## config.mk

```make
export PLATFORM = sky130hd
export DESIGN_NAME = pls_pacer_flat
export DESIGN_NICKNAME = d
export VERILOG_FILES = /design/src/rtl/pls_pacer_if.sv /design/src/rtl/pls_pacer.sv /design/src/flat_wrapper.sv
export SDC_FILE = /design/constraint.sdc
export NUM_CORES = 1
export LEC_CHECK = 0
export ABC_AREA = 1
export CAP_MARGIN = 20
export CORE_MARGIN = 2
export CORE_UTILIZATION = 45
export CTS_CLUSTER_DIAMETER = 150
export CTS_CLUSTER_SIZE = 10
export DETAILED_ROUTE_END_ITERATION = 8
export MAX_ROUTING_LAYER = met4
export PLACE_DENSITY = 0.7
export SYNTH_ARGS = -nofsm -noshare
export SYNTH_HDL_FRONTEND = slang
export SYNTH_SLANG_ARGS = --single-unit
```

## constraint.sdc

```tcl
create_clock -name clk -period 4.9 [get_ports clk]
set_clock_uncertainty 0.05 [all_clocks]
set_input_delay 0.98 -clock clk [delete_from_list [all_inputs] [get_ports clk]]
set_output_delay 0.98 -clock clk [all_outputs]
set_load 0.005 [all_outputs]
```

## src/rtl/pls_pacer_if.sv

```systemverilog
// Handshake bundle between an event source and the pls_pacer.
// The master raises events; the slave (the pacer) returns paced pulses and status.
interface pls_pacer_if #(
  parameter int pCNT_W = 4
);
  logic              req;
  logic              clr;
  logic              pls;
  logic [pCNT_W-1:0] pending;
  logic              busy;
  logic              ovf;

  modport master (
    output req,
    output clr,
    input  pls,
    input  pending,
    input  busy,
    input  ovf
  );

  modport slave (
    input  req,
    input  clr,
    output pls,
    output pending,
    output busy,
    output ovf
  );
endinterface

```

## src/rtl/pls_pacer.sv

```systemverilog
// Sending-domain event pacer: queues requests in a saturating counter and emits
// registered single-cycle pulses spaced at least pGAP clocks apart.
module pls_pacer #(
  parameter int pGAP   = 6,
  parameter int pCNT_W = 4
) (
  input  logic       clk,
  input  logic       rst_n,
  pls_pacer_if.slave bus
);

  localparam int                GAP_W    = $clog2(pGAP);
  localparam logic [GAP_W-1:0]  GAP_LOAD = GAP_W'(pGAP - 1);
  localparam logic [pCNT_W-1:0] PEND_MAX = '1;

  typedef enum logic {
    ST_IDLE,
    ST_GAP
  } state_e;

  state_e             state_q, state_d;
  logic [GAP_W-1:0]   gap_cnt_q, gap_cnt_d;
  logic [pCNT_W-1:0]  pending_q, pending_d;
  logic               pls_q, pls_d;
  logic               ovf_q, ovf_d;
  logic               fire;
  logic               gap_zero;
  logic               drop;

  always_ff @(posedge clk or negedge rst_n) begin
    if (!rst_n) begin
      state_q <= ST_IDLE;
    end else begin
      state_q <= state_d;
    end
  end

  // A GAP that expires with nothing to send falls back to IDLE; a backlog re-fires in place.
  always_comb begin
    state_d = state_q;
    case (state_q)
      ST_IDLE: if (fire) state_d = ST_GAP;
      ST_GAP:  if (gap_zero && !fire) state_d = ST_IDLE;
      default: state_d = ST_IDLE;
    endcase
  end

  always_comb begin
    gap_zero = (gap_cnt_q == '0);
    if (bus.clr) begin
      fire = 1'b0;
    end else if (state_q == ST_IDLE) begin
      fire = bus.req;
    end else begin
      fire = gap_zero && ((pending_q != '0) || bus.req);
    end

    drop = bus.req && !bus.clr && !fire && (pending_q == PEND_MAX);

    pending_d = pending_q;
    if (bus.clr) begin
      pending_d = '0;
    end else if (!drop) begin
      if (bus.req && !fire) begin
        pending_d = pending_q + 1'b1;
      end else if (!bus.req && fire) begin
        pending_d = pending_q - 1'b1;
      end
    end

    ovf_d = bus.clr ? 1'b0 : (ovf_q || drop);

    // The gap counter ignores clr so spacing from the last issued pulse always holds.
    if (fire) begin
      gap_cnt_d = GAP_LOAD;
    end else if (gap_zero) begin
      gap_cnt_d = '0;
    end else begin
      gap_cnt_d = gap_cnt_q - 1'b1;
    end

    pls_d = fire;
  end

  always_ff @(posedge clk or negedge rst_n) begin
    if (!rst_n) begin
      gap_cnt_q <= '0;
      pending_q <= '0;
      pls_q     <= 1'b0;
      ovf_q     <= 1'b0;
    end else begin
      gap_cnt_q <= gap_cnt_d;
      pending_q <= pending_d;
      pls_q     <= pls_d;
      ovf_q     <= ovf_d;
    end
  end

  assign bus.pls     = pls_q;
  assign bus.pending = pending_q;
  assign bus.ovf     = ovf_q;
  assign bus.busy    = (pending_q != '0) || (gap_cnt_q != '0) || pls_q;

endmodule

```

## src/flat_wrapper.sv

```systemverilog
// flat-port wrapper written by rule: the top's interface ports become plain ports
module pls_pacer_flat 
#(
  parameter int pGAP   = 6,
  parameter int pCNT_W = 4
)
  (clk, rst_n, bus_req, bus_clr, bus_pls, bus_pending, bus_busy, bus_ovf);
  pls_pacer_if #(.pCNT_W(pCNT_W)) bus_i ();
  input  logic clk;
  input  logic rst_n;
  input wire logic [$bits(bus_i.req)-1:0] bus_req;
  input wire logic [$bits(bus_i.clr)-1:0] bus_clr;
  output wire logic [$bits(bus_i.pls)-1:0] bus_pls;
  output wire logic [$bits(bus_i.pending)-1:0] bus_pending;
  output wire logic [$bits(bus_i.busy)-1:0] bus_busy;
  output wire logic [$bits(bus_i.ovf)-1:0] bus_ovf;
  assign bus_i.req = bus_req;
  assign bus_i.clr = bus_clr;
  assign bus_pls = bus_i.pls;
  assign bus_pending = bus_i.pending;
  assign bus_busy = bus_i.busy;
  assign bus_ovf = bus_i.ovf;
  pls_pacer #(.pGAP(pGAP), .pCNT_W(pCNT_W)) u_core (.clk(clk), .rst_n(rst_n), .bus(bus_i));
endmodule
```

# ---- Word-level counts from Yosys, hierarchy flattened
# Index checks and enable logic that the tools add are counted.
dict set report totals {
  reg_bits 10
  out_inout_bits 7
  elab_cells 42
}
dict set report op_classes {
  add_sub_neg 3
  n_eq_ne 2
  mux 12
  bitwise_logic 1
  reduce_logical 19
}
# cell count
set ops {}
lappend ops {{4-bit 2-to-1 mux} 4}
lappend ops {{1-bit logical AND} 7}
lappend ops {{3-bit 2-to-1 mux} 2}
lappend ops {{3-bit nonzero test} 2}
lappend ops {{1-bit 2-to-1 mux} 5}
lappend ops {{4-bit by 1-bit adder with 4-bit output, second input constant} 1}
lappend ops {{4-bit equality test, second input constant} 1}
lappend ops {{1-bit logical OR} 4}
lappend ops {{4-bit nonzero test} 1}
lappend ops {{4-bit by 1-bit subtractor with 4-bit output, second input constant} 1}
lappend ops {{1-bit logical NOT} 3}
lappend ops {{3-bit logical NOT} 1}
lappend ops {{3-bit by 1-bit subtractor with 3-bit output, second input constant} 1}
lappend ops {{2-bit inequality test, second input constant} 1}
lappend ops {{1-bit case mux with 2 select lines} 1}
lappend ops {{2-bit AND reduction} 1}
lappend ops {{1-bit NOT} 1}

# ---- Depth between registers and ports, before layout
dict set report depth {
  ltp_word 10
  depth_mapped 13
  mapped_depth_nobuf 13
}

# ---- Least setup slack after synthesis
# OpenSTA, ideal clock, no wires.
dict set report synth_path {
  path_type {input -> register}
  startpoint {input bus_clr}
  endpoint {register u_core.pending_q[3] (netlist: u_core.bus.pending[3])}
  setup_time_ns 0.118
  t_arrival_ns 1.940
  required_ns 4.732
  slack_ns 2.791
  path_stages 10
  path_cell_list {inv_2 > nand2_2 > nand2_2 > ha_1 > nand2_1 > nand2_1 > a31oi_1 > nand3_1 > nand2_1 > o21ai_2}
}
dict set report synth_between {
  elab_chain_cells 6
  elab_cells_between_ends 14
  cone_classes {eq/ne: 1; mux: 4; reduce/logical: 9}
}
# item line
set synth_rtl {}
lappend synth_rtl {{start: declaration} flat_wrapper.sv:12} ;# input wire logic [$bits(bus_i.clr)-1:0] bus_clr;
lappend synth_rtl {{1-bit 2-to-1 mux / 1-bit logical NOT (equally long branches)} {pls_pacer.sv:50, pls_pacer.sv:58}}
lappend synth_rtl {{1-bit logical NOT / 1-bit logical AND (equally long branches)} {pls_pacer.sv:58, pls_pacer.sv:64}}
lappend synth_rtl {{1-bit logical AND (on tied branches)} {pls_pacer.sv:64, pls_pacer.sv:58}}
lappend synth_rtl {{4-bit 2-to-1 mux / 1-bit logical AND (equally long branches)} {pls_pacer.sv:64, pls_pacer.sv:58}}
lappend synth_rtl {{4-bit 2-to-1 mux / 2-bit inequality test (equally long branches)} --}
lappend synth_rtl {{4-bit 2-to-1 mux / 2-bit AND reduction (equally long branches)} --}
lappend synth_rtl {{end signal: assignment} pls_pacer.sv:93} ;# pending_q <= pending_d;
lappend synth_rtl {{end: declaration} pls_pacer.sv:23} ;# logic [pCNT_W-1:0] pending_q, pending_d;
# Several ways; a longest one is shown, not always the timed one. The select of a mux whose other input is x is not followed.
# A chain may end at the register's enable or synchronous reset.

# ---- Worst setup path in the final report
# Same ends and word-level chain as after synthesis.

==> results.sh <==
export IMPL_finalHoldViolations=0
export IMPL_cts_path_max_buffers=2
export IMPL_grt_ovfl_total=0
export IMPL_post_cts_buffers=0
export IMPL_setup_violations=0
export IMPL_synth_seq_cells=10
export IMPL_whs_ns=0.4664
export IMPL_yosys_area_share_adder_pct=7.171
export IMPL_h_tree_depth=1
export IMPL_hold_path_depth=2
export IMPL_clk_pin_slew_ns=0.07
export IMPL_cts_root_buf="clkbuf_4"
export IMPL_ir_drop_mv=0.3661
export IMPL_finalWirelength_mm=1.158
export IMPL_grt_antenna_before_repair=0
export IMPL_grt_max_degree=11
export IMPL_min_period_ns=2.670
export IMPL_layout_commonest_cell="nand2_1"
export IMPL_grt_pass1_wl_mm=2.042
export IMPL_relSlewSlack_pct=68.77
export IMPL_io_buffers=10
export IMPL_ys_warn_count=0
export IMPL_cts_hold_buffers=0
export IMPL_post_drt_wl_per_cell_um=11.47
export IMPL_cp_end_kind="flip-flop"
export IMPL_start_util_pct=48.27
export IMPL_outcome="completed"
export IMPL_synth_top_family_by_area="simple AND/OR/NAND/NOR gates"
export IMPL_synth_compound_area_share_pct=12.75
export IMPL_synthSimpleGateAreaFrac_pct=31.67
export IMPL_ioPinCount=11
export IMPL_leakagePower_nw=0.3860
export IMPL_cts_sinks=10
export IMPL_worst_ep_arrival_time_ns=2.79
export IMPL_die_w_um=41.36
export IMPL_rows=13
export IMPL_worstRegToRegCells=12
export IMPL_tns_ns=0
export IMPL_power_mw=0.4531
export IMPL_vias_per_cell=5.020
export IMPL_cts_tree="done"
export IMPL_drv_slew=0
export IMPL_clk_insertion_delay_late_ns=0.27
export IMPL_synth_cell_types=22
export IMPL_dr_pass1_iters=4
export IMPL_most_common_layout_cells="nand2_1, inv_1, clkdlybuf4s50_1, dfrtp_1, nand2_2"
export IMPL_area_growth_pct=24.70
export IMPL_synth_xor_area_share_pct=1.394
export IMPL_syn_avg_cell_area_um2=8.724
export IMPL_syn_inst=72
export IMPL_core_area_mm2=0.001301
export IMPL_syn_nets=79
export IMPL_grt_pass1_vias=466
export IMPL_rsz0062_at_grt="no"
export IMPL_path_max_fanout=5
export IMPL_powerDensity_mw_per_mm2=578.5
export IMPL_die_area_mm2=0.001711
export IMPL_min_period_over_period_pct=54.49
export IMPL_yosysSeqAreaShare_pct=39.84
export IMPL_ant_nets=0
export IMPL_grt_usage_pct=19.68
export IMPL_place_gp_congestion=0.7986
export IMPL_fmaxAchievable_mhz=374.5
export IMPL_drive_above_1_share_pct=25.58
export IMPL_cts_resized=0
export IMPL_fin_nets=94
export IMPL_worst_pin_slew_ns=0.4670
export IMPL_drt_iter0_markers=10
export IMPL_crit_required_ns=5.02
export IMPL_hold_class="flip-flop to flip-flop"
export IMPL_hpwl_um=885
export IMPL_diodes=0
export IMPL_drc=0
export IMPL_syn_area_um2=628.1
export IMPL_crit_type="input port to flip-flop"
export IMPL_vias=507
export IMPL_muxShareOfSynthArea_pct=0
export IMPL_chipHeight_um=41.36
export IMPL_cp_start_kind="input port"
export IMPL_max_cap_viol_count=0
export IMPL_numCtsBuffers=3
-- worst paths after layout --
path / endpoint / startpoint / slack [ns]
min in group asynchronous: u_core.state_q / rst_n / 0.98
min: u_core.bus.ovf / u_core.bus.ovf / 0.47
max reg2reg: u_core.bus.pending[3] / u_core.gap_cnt_q[1] / 3.05
max in group asynchronous: u_core.bus.pending[1] / rst_n / 3.49
max: u_core.bus.pending[3] / bus_clr / 2.23
min reg2reg: u_core.bus.ovf / u_core.bus.ovf / 0.47
-- power breakdown --
group | switching (mW) | total (mW) | internal (mW)
Sequential | 0.0402 | 0.155 | 0.114
Combinational | 0.122 | 0.224 | 0.102
Clock | 0.0296 | 0.0747 | 0.0451
Total | 0.192 | 0.453 | 0.262
-- worst max-delay path, cell delays in order --
cell,delay (ns)
clkdlybuf4s50_1,0.65
inv_2,0.10
nand2_2,0.11
nand2_2,0.08
ha_1,0.33
nand2_1,0.07
nand2_1,0.04
a31oi_1,0.19
nand3_1,0.10
nand2_1,0.09
o21ai_2,0.05
-- cell type report --
class	instances	area [um^2]
timing repair buffer	10	100.1
clock buffer	4	36.28
inverter	12	45.04
multi-input combinational	50	332.8
fill	123	518.0
tap	15	18.77
sequential	10	250.2
-- flip-flops by register name, indices dropped and copies added, names as in the netlist --
| name | cells |
|---|---|
| u_core.bus.pending | 4 |
| u_core.gap_cnt_q | 3 |
| u_core.bus.ovf | 1 |
| u_core.bus.pls | 1 |
| u_core.state_q | 1 |
-- cell families after synthesis --
| logic type | count (synthesis) |
|---|---|
| fa+ha+maj | 3 |
| buf+inv | 12 |
| flops | 10 |
| simple gates | 35 |
| compound gates | 11 |
| xor+xnor | 1 |
-- cell usage after synthesis --
cell type  number  area (um^2)
nor3_2          1        10.01
xor2_1          1        8.760
nor2_1          3        11.26
nand3_2         1        10.01
nor2_4          1        11.26
o21ai_2         3        26.28
a31oi_1         2        12.51
dfrtp_1        10        250.2
fa_1            1        20.02
nand2_4         1        11.26
nand4_2         1        12.51
ha_1            2        25.02
inv_1          10        37.54
nand3_4         1        17.52
a21oi_1         2        10.01
a21oi_4         1        16.27
inv_2           2        7.510
nand3_1         2        10.01
o21ai_0         1        5.000
nand2_1        18        67.56
o21ai_1         2        10.01
nand2_2         6        37.54
-- stage by stage --
step | worst slack (ns) | std cells | util, % | instance area, um^2
final | 2.230 | 101 | 60.19 | 783.3
after global routing | 2.093 | 101 | 60.19 | 783.3
after floorplan | 2.791 | 72 | - | 628.1
after detailed placement | 1.961 | 97 | 57.40 | 747.0
after CTS | 2.244 | 101 | 60.19 | 783.3
after global placement | 2.015 | 97 | 57.40 | 747.0
-- routing by layer --
layer	track usage (%)	vias up	wire [um]
met5	-	-	0
met4	7.258	0	5
met3	7.979	2	77
met2	28.13	15	522
met1	25.00	234	552
li1	-	256	-
Power figures use the tool's default switching activity.
